**config.mk**
```make
export PLATFORM = sky130hd
export DESIGN_NAME = mult_iter32_flat
export DESIGN_NICKNAME = d
export VERILOG_FILES = /design/src/rtl/mult_iter32_if.sv /design/src/rtl/mult_iter32.sv /design/src/flat_wrapper.sv
export SDC_FILE = /design/constraint.sdc
export NUM_CORES = 1
export LEC_CHECK = 0
export ABC_AREA = 1
export BUFFER_PORTS_ARGS = -buffer_cell sky130_fd_sc_hd__buf_4
export CAP_MARGIN = 15
export CORE_MARGIN = 2
export CORE_UTILIZATION = 54
export DETAILED_ROUTE_END_ITERATION = 8
export PLACE_DENSITY = 0.86
export SLEW_MARGIN = 20
export SYNTH_ARGS = -nofsm -noshare
export SYNTH_HDL_FRONTEND = slang
export SYNTH_SLANG_ARGS = --single-unit
```
**constraint.sdc**
```tcl
create_clock -name clk -period 3.75 [get_ports clk]
set_input_delay 0.75 -clock clk [delete_from_list [all_inputs] [get_ports clk]]
set_output_delay 0.75 -clock clk [all_outputs]
set_load 0.005 [all_outputs]
```
**src/rtl/mult_iter32_if.sv**
```systemverilog
// Handshake and result bus between the EX-stage issue logic and mult_iter32.
interface mult_iter32_if;
  logic        start;
  logic        sign_op;
  logic [31:0] op_a;
  logic [31:0] op_b;
  logic        busy;
  logic        done;
  logic [31:0] hi;
  logic [31:0] lo;

  modport master (output start, sign_op, op_a, op_b, input busy, done, hi, lo);
  modport slave  (input start, sign_op, op_a, op_b, output busy, done, hi, lo);
endinterface

```
**src/rtl/mult_iter32.sv**
```systemverilog
// Iterative radix-2 shift-add 32x32 multiplier producing HI/LO for MULT/MULTU.
// Optional signed support is compiled in with the SIGNED_MULT_EN macro.
module mult_iter32 #(
  parameter bit DONE_STICKY = 1'b0
) (
  input  logic         clk,
  input  logic         reset,
  mult_iter32_if.slave bus
);

`ifdef SIGNED_MULT_EN
  typedef enum logic [1:0] {S_IDLE = 2'd0, S_CALC = 2'd1, S_DONE = 2'd2, S_FIX = 2'd3} state_t;
`else
  typedef enum logic [1:0] {S_IDLE = 2'd0, S_CALC = 2'd1, S_DONE = 2'd2} state_t;
`endif

  state_t      state, state_nxt;
  logic        busy, busy_nxt;
  logic        done, done_nxt;
  logic [4:0]  count;
  logic [31:0] mcand;
  logic [31:0] hi;
  logic [31:0] lo;
  logic [31:0] mag_a;
  logic [31:0] mag_b;
  logic [32:0] sum;

  // CLA32: 4-bit lookahead groups with a group-carry chain; returns {co, sum}.
  function automatic logic [32:0] cla32(input logic [31:0] a, input logic [31:0] b,
                                        input logic ci);
    logic [31:0] g;
    logic [31:0] p;
    logic [32:0] c;
    logic        gg;
    logic        gp;
    g    = a & b;
    p    = a ^ b;
    c    = '0;
    c[0] = ci;
    for (int k = 0; k < 8; k++) begin
      gg = g[4*k+3] | (p[4*k+3] & g[4*k+2]) | (p[4*k+3] & p[4*k+2] & g[4*k+1]) |
           (p[4*k+3] & p[4*k+2] & p[4*k+1] & g[4*k]);
      gp = &p[4*k +: 4];
      for (int j = 0; j < 3; j++)
        c[4*k+j+1] = g[4*k+j] | (p[4*k+j] & c[4*k+j]);
      c[4*k+4] = gg | (gp & c[4*k]);
    end
    return {c[32], p ^ c[31:0]};
  endfunction

  function automatic logic [31:0] twos32(input logic [31:0] v);
    return ~v + 32'd1;
  endfunction

  function automatic logic [63:0] twos64(input logic [63:0] v);
    return ~v + 64'd1;
  endfunction

  assign sum = cla32(hi, mcand, 1'b0);

`ifdef SIGNED_MULT_EN
  logic neg_a, neg_b, neg;
  assign neg_a = bus.sign_op & bus.op_a[31];
  assign neg_b = bus.sign_op & bus.op_b[31];
  // 0x80000000 negates to itself, which is exactly its unsigned magnitude 2^31.
  assign mag_a = neg_a ? twos32(bus.op_a) : bus.op_a;
  assign mag_b = neg_b ? twos32(bus.op_b) : bus.op_b;
`else
  logic unused_sign;
  assign unused_sign = bus.sign_op;
  assign mag_a       = bus.op_a;
  assign mag_b       = bus.op_b;
`endif

  always_ff @(posedge clk) begin
    if (reset) begin
      state <= S_IDLE;
      busy  <= 1'b0;
      done  <= 1'b0;
    end else begin
      state <= state_nxt;
      busy  <= busy_nxt;
      done  <= done_nxt;
    end
  end

  always_comb begin
    state_nxt = state;
    case (state)
      S_IDLE: if (bus.start) state_nxt = S_CALC;
`ifdef SIGNED_MULT_EN
      S_CALC: if (count == 5'd31) state_nxt = S_FIX;
      S_FIX:  state_nxt = S_DONE;
`else
      S_CALC: if (count == 5'd31) state_nxt = S_DONE;
`endif
      S_DONE: state_nxt = S_IDLE;
      default: state_nxt = S_IDLE;
    endcase
  end

  // busy/done are registered so done lands one cycle after the DONE state.
  always_comb begin
    busy_nxt = (state_nxt != S_IDLE);
    done_nxt = 1'b0;
    if (state == S_DONE)
      done_nxt = 1'b1;
    else if (DONE_STICKY && !(state == S_IDLE && bus.start))
      done_nxt = done;
  end

  always_ff @(posedge clk) begin
    if (reset) begin
      mcand <= '0;
      hi    <= '0;
      lo    <= '0;
      count <= '0;
`ifdef SIGNED_MULT_EN
      neg   <= 1'b0;
`endif
    end else begin
      case (state)
        S_IDLE: if (bus.start) begin
          mcand <= mag_a;
          lo    <= mag_b;
          hi    <= '0;
          count <= '0;
`ifdef SIGNED_MULT_EN
          neg   <= neg_a ^ neg_b;
`endif
        end
        // The adder carry-out becomes hi[31]; the 64-bit result cannot overflow.
        S_CALC: begin
          if (lo[0]) begin
            hi <= sum[32:1];
            lo <= {sum[0], lo[31:1]};
          end else begin
            hi <= {1'b0, hi[31:1]};
            lo <= {hi[0], lo[31:1]};
          end
          count <= count + 5'd1;
        end
`ifdef SIGNED_MULT_EN
        S_FIX: if (neg) {hi, lo} <= twos64({hi, lo});
`endif
        default: ;
      endcase
    end
  end

  assign bus.busy = busy;
  assign bus.done = done;
  assign bus.hi   = hi;
  assign bus.lo   = lo;

endmodule

```
**src/flat_wrapper.sv**
```systemverilog
// flat-port wrapper written by rule: the top's interface ports become plain ports
module mult_iter32_flat 
#(
  parameter bit DONE_STICKY = 1'b0
)
  (clk, reset, bus_start, bus_sign_op, bus_op_a, bus_op_b, bus_busy, bus_done, bus_hi, bus_lo);
  mult_iter32_if bus_i ();
  input  logic clk;
  input  logic reset;
  input wire logic [$bits(bus_i.start)-1:0] bus_start;
  input wire logic [$bits(bus_i.sign_op)-1:0] bus_sign_op;
  input wire logic [$bits(bus_i.op_a)-1:0] bus_op_a;
  input wire logic [$bits(bus_i.op_b)-1:0] bus_op_b;
  output wire logic [$bits(bus_i.busy)-1:0] bus_busy;
  output wire logic [$bits(bus_i.done)-1:0] bus_done;
  output wire logic [$bits(bus_i.hi)-1:0] bus_hi;
  output wire logic [$bits(bus_i.lo)-1:0] bus_lo;
  assign bus_i.start = bus_start;
  assign bus_i.sign_op = bus_sign_op;
  assign bus_i.op_a = bus_op_a;
  assign bus_i.op_b = bus_op_b;
  assign bus_busy = bus_i.busy;
  assign bus_done = bus_i.done;
  assign bus_hi = bus_i.hi;
  assign bus_lo = bus_i.lo;
  mult_iter32 #(.DONE_STICKY(DONE_STICKY)) u_core (.clk(clk), .reset(reset), .bus(bus_i));
endmodule
```
==> flow_summary.json, run 1 <==
{
  "outcome": "complete, no violations",
  "drc_errors": 0,
  "ios": 134,
  "antennaDiodeCount": 0,
  "area_delta_synth_final_pct": 23.5,
  "grt.total_usage_pct": 25.4,
  "synth_top_area_share_pct": 38.2,
  "viasPerCell": 5.46,
  "ir_drop_uv": 213,
  "worst-setup-path-type": "flip-flop to flip-flop",
  "hold_viol": 0,
  "cp_max_fo": 4,
  "synth_area_leaders": "dfxtp_1 (38%), nor2_1 (12%), fa_1 (8.4%)",
  "synthAdderAreaFrac_pct": 16.1,
  "finalCritPeriodShare_pct": 91.9,
  "routed_wl_um": 14100,
  "firstDrtPassIters": 5,
  "synth-xor-area-share_pct": 1.27,
  "die_h_um": 105,
  "yosys.cell_types.count": 29,
  "synth_commonest_cells": "nor2_1 (177), nand2_1 (107), dfxtp_1 (105), a21oi_1 (74), o21ai_0 (73)",
  "synthesis.nets": 853,
  "hold_class": "flip-flop to flip-flop",
  "synth_edf_count": 0,
  "io_buffers": 132,
  "ys.flop_type": "dfxtp_1",
  "startpoint_type": "flip-flop",
  "highest_layer": "met4",
  "synth_most_common_cell": "nor2_1",
  "syn_inst": 728,
  "max_freq_ghz": 0.290,
  "grt_max_degree": 68,
  "worstHoldPathCells": 1,
  "synth_top_family_by_area": "simple AND/OR/NAND/NOR gates",
  "min_from": "u_core.state[0]$_SDFF_PP0_",
  "grt_pass1_vias": 5216,
  "antenna_left": 0,
  "initial_core_util_pct": 56.1,
  "yosysWarnings": 0,
  "finalWeightedCongestion": 0.835,
  "wl_met1_um": 5990,
  "dp_hpwl_um": 9460,
  "synthMuxAreaShare_pct": 0,
  "cap_violations": 0,
  "clk_pin_slew_worst_paths_ns": 0.10,
  "cts.path.max_buffers": 2,
  "p_leak_nw": 3.07,
  "setup_viol": 0,
  "r2r-start": "u_core.bus.hi[11]$_SDFFE_PP0P_",
  "ff2ff_path_depth": 17,
  "r2r-end": "u_core.bus.hi[26]$_SDFFE_PP0P_",
  "rrSetupSlack_ns": 0.30,
  "vias": 5309,
  "ys_ff_latch": 105,
  "fin_setup_tns_ns": 0,
  "drive_gt1_share_pct": 21.5,
  "worstSetupEndpointType": "flip-flop",
  "min_to": "u_core.bus.done$_SDFF_PP0_",
  "power_density_nw_per_um2": 372,
  "grt_overflow": 0,
  "yosys.area_share.simple_pct": 22.6,
  "route.met3.wl_um": 910,
  "wl_per_cell_um": 14.5,
  "dieArea_um2": 11000,
  "required_ns": 3.97,
  "fin_area_um2": 6800,
  "htreeDepth": 3,
  "seq_area_frac_synth_pct": 38.2,
  "synth_area_um2": 5510,
  "synth.avg_cell_area_um2": 7.57,
  "final.setup_skew_ns": 0.00841,
  "min_period_ns": 3.45,
  "chipWidth_um": 105,
  "wl_met2_um": 7040,
  "grt_pass1_wl_um": 23000,
  "core_area_um2": 9820,
  "max_slew.worst_pin.slew_ns": 1.04,
  "synth_compound_area_share_pct": 17.4,
  "final_max_slew_viol_count": 0,
  "clock_latency_ns": 0.37,
  "clockRootBuffer": "clkbuf_8",
  "cts_tree": "yes",
  "final_net_count": 960,
  "relSlewSlack_pct": 30.7,
  "rsz0062_at_grt": "no",
  "antenna_found_initial": 0,
  "dpl-instance-area_um2": 6560,
  "synth_area_leader_cell": "dfxtp_1",
  "async_reset_ff_share_pct": 0,
  "cts_sinks": 105,
  "drtIter0Drc": 301,
  "crit_arrival_ns": 3.67,
  "rows": 36,
  "numCtsBuffers": 9
}
## power breakdown
| part | leakage [nW] | switching, W | internal (W) |
|---|---|---|---|
| sequential | 0.863 | 0.0000807 | 0.00119 |
| clock | 0.106 | 0.000371 | 0.000391 |
| combinational | 2.10 | 0.000272 | 0.000223 |
## worst max-delay path by stage
stage | startpoint | end | cells past startpoint
finish | u_core.bus.hi[11]$_SDFFE_PP0P_ | u_core.bus.hi[26]$_SDFFE_PP0P_ | 17
global route | u_core.bus.hi[7]$_SDFFE_PP0P_ | u_core.bus.hi[30]$_SDFFE_PP0P_ | 22
CTS | u_core.bus.hi[1]$_SDFFE_PP0P_ | u_core.bus.hi[30]$_SDFFE_PP0P_ | 24
global placement | u_core.bus.hi[1]$_SDFFE_PP0P_ | u_core.bus.hi[30]$_SDFFE_PP0P_ | 24
detailed placement | u_core.bus.hi[1]$_SDFFE_PP0P_ | u_core.bus.hi[30]$_SDFFE_PP0P_ | 24
floorplan | u_core.bus.hi[1]$_SDFFE_PP0P_ | u_core.bus.hi[30]$_SDFFE_PP0P_ | 24
## state kept, by name, summed over array words and instances, names as in the netlist
register	flops
u_core.bus.done	1
u_core.mcand	32
u_core.bus.hi	32
u_core.bus.busy	1
u_core.state	2
u_core.bus.lo	32
u_core.count	5
## routing by layer
layer	track usage (%)	vias up
met5	0	-
met4	10.5	0
met3	4.99	21
met2	45.1	205
met1	29.8	2481
li1	-	2602
## kinds of logic (layout without fill, tap and decap cells)
group | Yosys count | after routing
AO/OA/AOI/OAI | 180 | 180
flip-flops | 105 | 105
buffers and inverters | 64 | 175
XOR/XNOR | 8 | 8
AND/OR/NAND/NOR | 314 | 314
adder cells (fa/ha/maj) | 57 | 57
## placed cells by master (no fill, tap or decap), types with 14 or more instances in the layout
master	n
inv_1	16
ha_1	32
nand2_1	107
buf_4	139
a21oi_1	74
fa_1	21
o21ai_1	14
nor2_1	177
o21ai_0	73
dfxtp_1	102
## repair_timing
| action | CTS | global route |
|---|---|---|
| setup buffers | 0 | 0 |
| endpoints found under the setup margin | 0 | 2 |
| hold buffers | 0 | 0 |
| resized for setup | 0 | 7 |
| hold endpoints to repair | 0 | 0 |
## per-stage QoR
stage | hold WS, ns | setup WS [ns] | std cells | util [%] | total power [W]
after global routing | 0.455 | 0.0370 | 972 | 69.3 | 0.00265
after global placement | 0.428 | 0.195 | 957 | 66.8 | 0.00175
after CTS | 0.443 | 0.0675 | 972 | 68.9 | 0.00254
after detailed placement | 0.430 | 0.141 | 957 | 66.8 | 0.00178
final | 0.442 | 0.303 | 972 | 69.3 | 0.00253
after floorplan | 0.418 | 0.401 | 728 | - | 0.00157
## critical path: stages (launching register included)
cell      delay [ns]
dfxtp_1         0.35
ha_1            0.36
a21oi_1         0.22
o211a_2         0.21
nand2_2         0.08
nand2_2         0.06
nand2_2         0.07
nand2_2         0.07
nand2_2         0.07
nand2_2         0.06
nand2_2         0.07
fa_1            0.44
fa_1            0.43
fa_1            0.42
xnor2_1         0.16
nand2_1         0.07
o211ai_1        0.08
a21oi_1         0.08
## final cells by class
class / instances / area, µm²
Fill cell: 828 / 3020
Clock buffer: 12 / 145
Timing Repair Buffer: 139 / 1040
Sequential cell: 105 / 2110
Tap cell: 133 / 166
Clock inverter: 3 / 65.1
Inverter: 21 / 78.8
Multi-Input combinational cell: 559 / 3200
(Power assumes the default switching activity.)
==> inputs of run 2 (changes only) <==
--- a/config.mk
+++ b/config.mk
@@ -5,13 +5,13 @@
 export SDC_FILE = /design/constraint.sdc
 export NUM_CORES = 1
 export LEC_CHECK = 0
-export ABC_AREA = 1
 export BUFFER_PORTS_ARGS = -buffer_cell sky130_fd_sc_hd__buf_4
 export CAP_MARGIN = 15
 export CORE_MARGIN = 2
 export CORE_UTILIZATION = 54
 export DETAILED_ROUTE_END_ITERATION = 8
-export PLACE_DENSITY = 0.86
+export PLACE_DENSITY = 0.85
+export SKIP_CTS_REPAIR_TIMING = 1
 export SLEW_MARGIN = 20
 export SYNTH_ARGS = -nofsm -noshare
 export SYNTH_HDL_FRONTEND = slang
==> run 2 against run 1 <==
  * Global-route usage shrank 1.3 points
  * Count of clock-buffer cells in the layout shrank 3
  * First-iteration DRC count shrank 34%
  * Combinational power shrank 20%
  * Sequential power is essentially flat
  * Register-to-register slack lost 0.04 ns
  * Synthesized cell count shrank 9.9%
  * Wire length shrank 5.3%
  * Largest cell class unchanged
  * Largest power group unchanged
==> flow_summary.json, run 2 <==
{
  "viasPerCell": 5.61,
  "relSlewSlack_pct": 31.2,
  "finalCritPeriodShare_pct": 92.9,
  "final_util_pct": 66.2,
  "cts_tree": "yes",
  "wl_per_cell_um": 14.9,
  "ys_ff_latch": 105,
  "grt.total_usage_pct": 24.1,
  "finalWeightedCongestion": 0.825,
  "crit_end": "u_core.bus.hi[25]$_SDFFE_PP0P_",
  "drive_gt1_share_pct": 21.0,
  "htreeDepth": 3,
  "rows": 37,
  "drc_errors": 0,
  "die_h_um": 106,
  "async_reset_ff_share_pct": 0,
  "cp_max_fo": 5,
  "routed_wl_um": 13400,
  "synth_top_area_share_pct": 37.7,
  "grt_overflow": 0,
  "reg_top3": "u_core.bus.hi (32), u_core.bus.lo (32), u_core.mcand (32)",
  "clock_latency_ns": 0.36,
  "hold_viol": 0,
  "ios": 134,
  "syn_inst": 656,
  "fin_setup_tns_ns": 0,
  "max_freq_ghz": 0.287,
  "max_slew.worst_pin.slew_ns": 1.03,
  "worstSetupEndpointType": "flip-flop",
  "synth_area_leader_cell": "dfxtp_1",
  "cts_sinks": 105,
  "fin_cells": 897,
  "io_buffers": 132,
  "synth_area_um2": 5580,
  "antenna_found_initial": 0,
  "rsz0062_at_grt": "no",
  "grt_pass1_vias": 4734,
  "synth_area_leaders": "dfxtp_1 (38%), nand2_1 (9.5%), fa_1 (8.3%)",
  "cts.path.max_buffers": 2,
  "yosys.cell_types.count": 37,
  "antennaDiodeCount": 0,
  "cp_slowest_stage_delay_ns": 0.47,
  "power_density_nw_per_um2": 340,
  "final.setup_skew_ns": 0.0122,
  "hold_class": "flip-flop to flip-flop",
  "cp_slowest_cell": "fa_1",
  "required_ns": 4.00,
  "crit_chain": "ha_1, a21oi_1, o21a_1, o2111ai_1, nand2_1, a21oi_1, fa_1, fa_1, fa_1, mux2i_1, nor2_1, a31oi_1, nor2_1",
  "worst-setup-path-type": "flip-flop to flip-flop",
  "antenna_left": 0,
  "firstDrtPassIters": 5,
  "rrSetupSlack_ns": 0.27,
  "yosysWarnings": 0,
  "worst_slack_ns": 0.265,
  "place_inst": 881,
  "final_common_cell": "nand2_1",
  "synth_edf_count": 0,
  "grt_max_degree": 64,
  "dieArea_um2": 11200,
  "ys.flop_type": "dfxtp_1",
  "ir_drop_uv": 225,
  "grt_pass1_wl_um": 22300,
  "chipWidth_um": 106,
  "startpoint_type": "flip-flop",
  "min_period_ns": 3.48,
  "dp_slack_ns": 0.276,
  "crit_top_cell": "fa_1",
  "setup_viol": 0,
  "clk_pin_slew_worst_paths_ns": 0.11,
  "initial_core_util_pct": 54.8,
  "numCtsBuffers": 9,
  "seq_area_frac_synth_pct": 37.7,
  "synth_commonest_cells": "nand2_1 (141), dfxtp_1 (105), nor2_1 (85), a21oi_1 (61), ha_1 (34)",
  "final_max_slew_viol_count": 0,
  "synthesis.nets": 781,
  "synth.avg_cell_area_um2": 8.50,
  "vias": 5028,
  "r2r-start": "u_core.bus.hi[3]$_SDFFE_PP0P_",
  "core_area_um2": 10200,
  "p_leak_nw": 3.01,
  "r2r-end": "u_core.bus.hi[25]$_SDFFE_PP0P_",
  "outcome": "complete, no violations",
  "clockRootBuffer": "clkbuf_8",
  "final_net_count": 881,
  "crit_start": "u_core.bus.hi[3]$_SDFFE_PP0P_",
  "crit_arrival_ns": 3.73,
  "area_delta_synth_final_pct": 20.9,
  "drtIter0Drc": 198,
  "cap_violations": 0,
  "synth_most_common_cell": "nand2_1",
  "final_cell_mix": "nand2_1 (141), buf_4 (139), dfxtp_1 (104)",
  "ff2ff_path_depth": 13,
  "dp_hpwl_um": 9490
}
[run 2: cell count changes after synthesis, moves of 14 or more]
cell / change
buf_2: +19
nand2_1: +34
nor2_1: -92
o21ai_1: -14
o21ai_0: -67
a311oi_1: +30
a31oi_1: +25
mux2i_1: +23
[run 2: worst min path at each step]
stage	from	end	slack, ns	depth (start not counted)
floorplan	u_core.mcand[0]$_SDFFE_PP0P_	u_core.mcand[0]$_SDFFE_PP0P_	0.44	2
global placement	u_core.mcand[3]$_SDFFE_PP0P_	u_core.mcand[3]$_SDFFE_PP0P_	0.45	2
detailed placement	u_core.mcand[31]$_SDFFE_PP0P_	u_core.mcand[31]$_SDFFE_PP0P_	0.45	2
CTS	u_core.mcand[31]$_SDFFE_PP0P_	u_core.mcand[31]$_SDFFE_PP0P_	0.47	2
global route	u_core.mcand[23]$_SDFFE_PP0P_	u_core.mcand[23]$_SDFFE_PP0P_	0.49	2
finish	u_core.mcand[31]$_SDFFE_PP0P_	u_core.mcand[31]$_SDFFE_PP0P_	0.47	2
[run 2: metal layers]
layer  vias up  track usage, %  part of all wire (%)
li1       2498               -                     -
met1      2357            31.6                    44
met2       157            42.1                    50
met3        16            3.59                   5.7
met4         0            5.55                   1.1
met5         -               0                     0
[run 2: critical path: cells and delay by family, from the launching register on]
family	cells	cell delay (ns)
simple gates	3	0.30
flops	1	0.43
mux	1	0.15
compound gates	5	0.81
fa+ha+maj	4	1.68
[run 2: area by class of cell]
type                       instances  area [µm²]
clock buffer                       9         124
clock inverter                     7        55.1
fill                             870        3440
inverter                           3        11.3
multi-input combinational        498        3240
sequential                       105        2100
tap                              136         170
timing repair buffer             139        1040
[run 2: report_power, final]
group | internal [W] | switching [W] | total (W)
registers | 0.00118 | 0.0000681 | 0.00125
clock network | 0.000249 | 0.000404 | 0.000653
logic | 0.000185 | 0.000209 | 0.000395
total | 0.00161 | 0.000681 | 0.00229
[run 2: through the flow]
stage | hold slack (ns) | instance area (µm²) | power, W
5_1_grt | 0.493 | 6740 | 0.00241
3_3_place_gp | 0.450 | 6570 | 0.00165
3_5_place_dp | 0.455 | 6570 | 0.00167
6_report | 0.467 | 6740 | 0.00229
4_1_cts | 0.468 | 6740 | 0.00231
2_1_floorplan | 0.440 | 5580 | 0.00150
[run 2: cells by family (layout without fill, tap and decap cells)]
family,after synthesis,in the layout,synth area share [%]
adders and majority gates,57,57,15.9
muxes,23,23,4.13
AOI/OAI and AO/OA,153,153,17.9
DFF,105,105,37.7
xor gates and xnor gates,8,8,1.26
and+or+nand+nor,257,257,18.6
buffers and inverters,53,158,4.58
